[src/rtl/mpu_writeback.sv]
// Writeback stage feeding the register file: merges ALU results with FIFO-buffered
// load results into one registered write per cycle and tracks registers awaiting loads.
module mpu_writeback #(
  parameter int nb_reg     = 32,
  parameter int fifo_depth = 4,
  localparam int IW = nb_reg / 8 + 1,
  localparam int PW = $clog2(fifo_depth),
  localparam int LW = PW + 1
) (
  input  logic              sys_clk,
  input  logic              sys_rst_n,
  input  logic              alu_valid,
  input  logic [IW-1:0]     alu_idx,
  input  logic [63:0]       alu_data,
  input  logic [2:0]        alu_sel,
  input  logic [1:0]        alu_size,
  input  logic              ld_valid,
  output logic              ld_ready,
  input  logic [IW-1:0]     ld_idx,
  input  logic [63:0]       ld_data,
  input  logic [2:0]        ld_sel,
  input  logic [1:0]        ld_size,
  input  logic              rsv_valid,
  input  logic [IW-1:0]     rsv_idx,
  output logic [nb_reg-1:0] busy,
  output logic [IW-1:0]     w_idx,
  output logic [63:0]       w_data,
  output logic [2:0]        w_sel,
  output logic [1:0]        w_size,
  output logic              we,
  output logic [LW-1:0]     fifo_level,
  output logic              err_waw
);

  typedef struct packed {
    logic [IW-1:0] idx;
    logic [63:0]   data;
    logic [2:0]    sel;
    logic [1:0]    size;
  } entry_t;

  localparam logic [LW-1:0] DEPTH = LW'(fifo_depth);

  entry_t            fifo_q [fifo_depth];
  logic [PW-1:0]     rd_ptr_q, rd_ptr_d;
  logic [PW-1:0]     wr_ptr_q, wr_ptr_d;
  logic [LW-1:0]     level_q, level_d;
  logic [nb_reg-1:0] busy_q, busy_d;
  logic              err_q, err_d;
  logic              we_q, we_d;
  entry_t            w_q, w_d;
  entry_t            head;
  logic              push, pop;

  // Indices beyond the register file are forwarded but never tracked.
  function automatic logic in_range(input logic [IW-1:0] i);
    return int'(i) < nb_reg;
  endfunction

  assign ld_ready = (level_q < DEPTH);

  always_comb begin
    push     = ld_valid && ld_ready;
    pop      = !alu_valid && (level_q != '0);
    head     = fifo_q[rd_ptr_q];
    we_d     = alu_valid || pop;
    w_d      = w_q;
    if (alu_valid) begin
      w_d = {alu_idx, alu_data, alu_sel, alu_size};
    end else if (pop) begin
      w_d = head;
    end
    rd_ptr_d = pop  ? rd_ptr_q + PW'(1) : rd_ptr_q;
    wr_ptr_d = push ? wr_ptr_q + PW'(1) : wr_ptr_q;
    level_d  = level_q;
    case ({push, pop})
      2'b10:   level_d = level_q + LW'(1);
      2'b01:   level_d = level_q - LW'(1);
      default: level_d = level_q;
    endcase
    // A fresh reservation on the popping edge must survive the clear.
    busy_d = busy_q;
    if (pop && in_range(head.idx)) busy_d[head.idx] = 1'b0;
    if (rsv_valid && in_range(rsv_idx)) busy_d[rsv_idx] = 1'b1;
    err_d = err_q | (alu_valid && in_range(alu_idx) && busy_q[alu_idx]);
  end

  always_ff @(posedge sys_clk or negedge sys_rst_n) begin
    if (!sys_rst_n) begin
      rd_ptr_q <= '0;
      wr_ptr_q <= '0;
      level_q  <= '0;
      busy_q   <= '0;
      err_q    <= 1'b0;
      we_q     <= 1'b0;
      w_q      <= '0;
    end else begin
      rd_ptr_q <= rd_ptr_d;
      wr_ptr_q <= wr_ptr_d;
      level_q  <= level_d;
      busy_q   <= busy_d;
      err_q    <= err_d;
      we_q     <= we_d;
      w_q      <= w_d;
    end
  end

  // Payload storage needs no reset: occupancy alone decides what is valid.
  always_ff @(posedge sys_clk) begin
    if (push) fifo_q[wr_ptr_q] <= {ld_idx, ld_data, ld_sel, ld_size};
  end

  assign we         = we_q;
  assign w_idx      = w_q.idx;
  assign w_data     = w_q.data;
  assign w_sel      = w_q.sel;
  assign w_size     = w_q.size;
  assign busy       = busy_q;
  assign fifo_level = level_q;
  assign err_waw    = err_q;

endmodule

[config.mk]
export PLATFORM = sky130hd
export DESIGN_NAME = mpu_writeback
export DESIGN_NICKNAME = d
export VERILOG_FILES = /design/src/rtl/mpu_writeback.sv
export SDC_FILE = /design/constraint.sdc
export NUM_CORES = 1
export LEC_CHECK = 0
export CORE_MARGIN = 2
export CORE_UTILIZATION = 30
export DETAILED_ROUTE_END_ITERATION = 10
export PLACE_DENSITY_LB_ADDON = 0.1
export REMOVE_ABC_BUFFERS = 1
export SYNTH_ARGS = -nofsm -noshare
export SYNTH_HDL_FRONTEND = slang
export SYNTH_SLANG_ARGS = --single-unit
export TNS_END_PERCENT = 100
[constraint.sdc]
create_clock -name sys_clk -period 3.36 [get_ports sys_clk]
set_input_delay 0.336 -clock sys_clk [delete_from_list [all_inputs] [get_ports sys_clk]]
set_output_delay 0.336 -clock sys_clk [all_outputs]
set_load 0.02 [all_outputs]
==> reports/metrics.csv <==
stage,metric,value,unit
synth,"area leader, netlist",edfxtp_1,
synth,Synth area leaders,"edfxtp_1, dfrtp_1, mux4_2",
place,PortBufs,269,
place,Routability Congestion,0.7671,
synth,Post-Synthesis Cells,894,
clock_tree,H-tree depth,2,
power_and_ir_drop,PD cells,856.2,nW/µm²
timing,# setup viols final,0,
setup_path,critical path peak fanout,8,
global_route,total track usage,15.13,%
synth,"Seq/Total Area, Yosys",73.36,%
detailed_routing,DRT Pass-1 Iters,6,
layout,Layout area overhead,32.12,%
detailed_routing,DR vias,8997,
synth,Synth Warn #,0,
clock_tree,Inserted Clock Buffers,47,
detailed_routing,Via density,4.708,
timing,Worst-Margin Slew,961.2,ps
clock_tree,maximum clock path buffer count,3,
synth,Netlist cell types,35,
setup_path,WP data arrival,3020,ps
global_route,initial antenna violation count,11,
die,Die Wd,235.2,µm
setup_path,Crit-path slowest cell,nor2_1,
synth,area fraction of the dominant cell type after synthesis,55.42,%
setup_path,"delay-heaviest family, CP",simple AND/OR/NAND/NOR gates,
global_route,first-pass GRT wire length,62.34,mm
global_route,GR Overflow Total,0,
die,I/O pins,270,
clock_tree,"CTS clk-pin slew, worst paths",60,ps
detailed_routing,Post-DRT Antenna Nets,0,
layout,Final #Nets,1348,
detailed_routing,DR iter-0 viols,525,
setup_path,CP peak stage delay,640,ps
timing,worst hold slack,313.9,ps
synth,Synth Area per Inst,17.94,µm²
timing,final hold vios,0,
clock_tree,post-CTS setup repair buffer count,0,
die,die height,235.2,µm
die,Core Rows,84,
detailed_routing,Remaining DRCs,0,
timing,maximum clock frequency,0.3943,GHz
layout,layout cells sized above 1,14.48,%
detailed_routing,WL/cell,21.84,µm
setup_path,CP cell instances,nor3_1 > nor2_1 > ha_1 > inv_1 > fa_1 > xor2_1 > nor2_1 > xnor2_1,
power_and_ir_drop,Pleak,7.343,nW
clock_tree,CTS tree,yes,
timing,fin crit share,75.48,%
run_status,outcome,"finished, final reports clean",
layout,Fillers,4850,
min_path,HP Class,input pin to flop,
setup_path,crit path kind,flop to flop,
timing,clock period minus worst slack,2536,ps
detailed_routing,WL final,41.74,mm
clock_tree,Clock Root Buffer,clkbuf_16,
setup_path,Crit path required time,3850,ps
die,Core Area,52760,µm²
timing,skew final,11.40,ps
timing,Worst slew margin,35.92,%
global_route,vias in the first global route,9559,
clock_tree,worst skew pair latency,570,ps
place,dpl hpwl,26.32,mm
layout,most frequent cells in the layout,"edfxtp_1, clkdlybuf4s50_1, dfrtp_1, o21ai_0, mux4_2",
setup_path,Critical Path Start Type,flop,
timing,setup TNS,0,ps
die,initial core utilization,30.40,%
setup_path,cell mode on critical path,nor2_1,
run,Max-cap violations,0,
synth,synthesized flop and latch total,411,
place,cell total after placement,1822,
power_and_ir_drop,VDD IR max,0.0003785,V
layout,"most common cell after layout, fill and taps aside",edfxtp_1,
setup_path,number of buffers and inverters on the critical path,1,
global_route,largest net degree at the start of global routing,83,
timing,RSZ-0062 raised after global routing,no,
setup_path,CP endpoint kind,flop,
timing,final slew viol count,0,
layout,fin cells,1911,
clock_tree,clk sinks,411,
synth,mapped cell area,16040,µm²
die,Die ar.,55330,µm²
kinds of logic (layout without fill, tap and decap cells):
family	after synthesis	in the layout	synth area share [%]
fa+ha+maj	6	6	0.5149
flops	411	411	73.36
mux	156	156	16.16
simple gates	111	111	3.378
other cells	0	1	0
buf+inv	62	390	1.646
xor+xnor	6	6	0.3276
compound gates	142	142	4.618
power breakdown:
group          total [W]  internal [W]  switching, W
combinational    0.00576       0.00274       0.00302
clock            0.00508       0.00309       0.00199
sequential       0.00730       0.00666      0.000646
total             0.0181        0.0125       0.00566
routing by layer:
metal | global-route usage, % | vias up | wire length (µm)
met1 | 19.57 | 4560 | 17910
met2 | 24.56 | 246 | 19880
met5 | 0 | - | 116
met4 | 4.381 | 18 | 857
li1 | - | 4096 | -
met3 | 4.702 | 77 | 2965
layout make-up:
class	instances	area, µm²	area share (%)
flip-flops and latches	411	11770	55.56
multi-input cells	421	4028	19.01
repair buffers	290	2952	13.93
clock buffers	70	1315	6.205
well taps	688	860.8	4.062
clock inverters	17	211.5	0.9978
inverters	13	48.80	0.2303
diodes	1	2.502	0.01181
synthesized netlist by cell type (all sizes together):
cell / number
edfxtp: 296
o21ai: 135
dfrtp: 115
mux4: 82
mux2i: 74
nand2: 74
buf: 30
clkbuf: 19
inv: 13
nand3b: 8
or3b: 6
a222oi: 5
ha: 5
and2: 4
nor2: 4
xnor2: 4
nand3: 3
nor3: 2
or3: 2
or4b: 2
xor2: 2
a21oi: 1
fa: 1
nand4b: 1
nand4bb: 1
nor2b: 1
nor3b: 1
nor4: 1
o211a: 1
or4: 1
tightest hold or removal path, cell delays in order:
cell and delay [ps]:
buf_4 130, nor2_1 190, xor2_1 170
sequential cells by signal (all words and copies together) (netlist names):
name and cells:
fifo_q 296, wr_ptr_q 2, w_sel 3, we 1, fifo_level 3, busy 32, w_size 2, w_idx 5
w_data 64, err_waw 1, rd_ptr_q 2
stage by stage:
step           utilization (%)  setup slack [ps]  cell area [µm²]  total power (W)
6_report                 40.17             823.8            21190          0.01814
5_1_grt                  40.17             671.7            21190          0.01911
4_1_cts                  40.16             791.1            21190          0.01848
3_5_place_dp             37.25             805.3            19650          0.01330
3_3_place_gp             37.25             810.1            19650          0.01328
2_1_floorplan                -             -2967            15820          0.01060
worst paths after layout:
| kind | slack [ps] | endpoint | depth (start not counted) | start |
|---|---|---|---|---|
| worst max-delay path | 820 | fifo_level[2] | 8 | fifo_level[2] |
| worst min-delay path | 310 | rd_ptr_q[0] | 3 | alu_valid |
| min in group asynchronous | 390 | w_data[27] | 2 | sys_rst_n |
| worst max register to register | 820 | fifo_level[2] | 8 | fifo_level[2] |
| max in group asynchronous | 2190 | w_data[16] | 3 | sys_rst_n |
| worst min register to register | 480 | w_data[50] | 2 | w_data[50] |
what timing repair did:
action	in CTS	in global routing
resized for setup	0	0
endpoints found under the hold margin	66	0
hold buffers	1	0
Power figures use the tool's default switching activity.
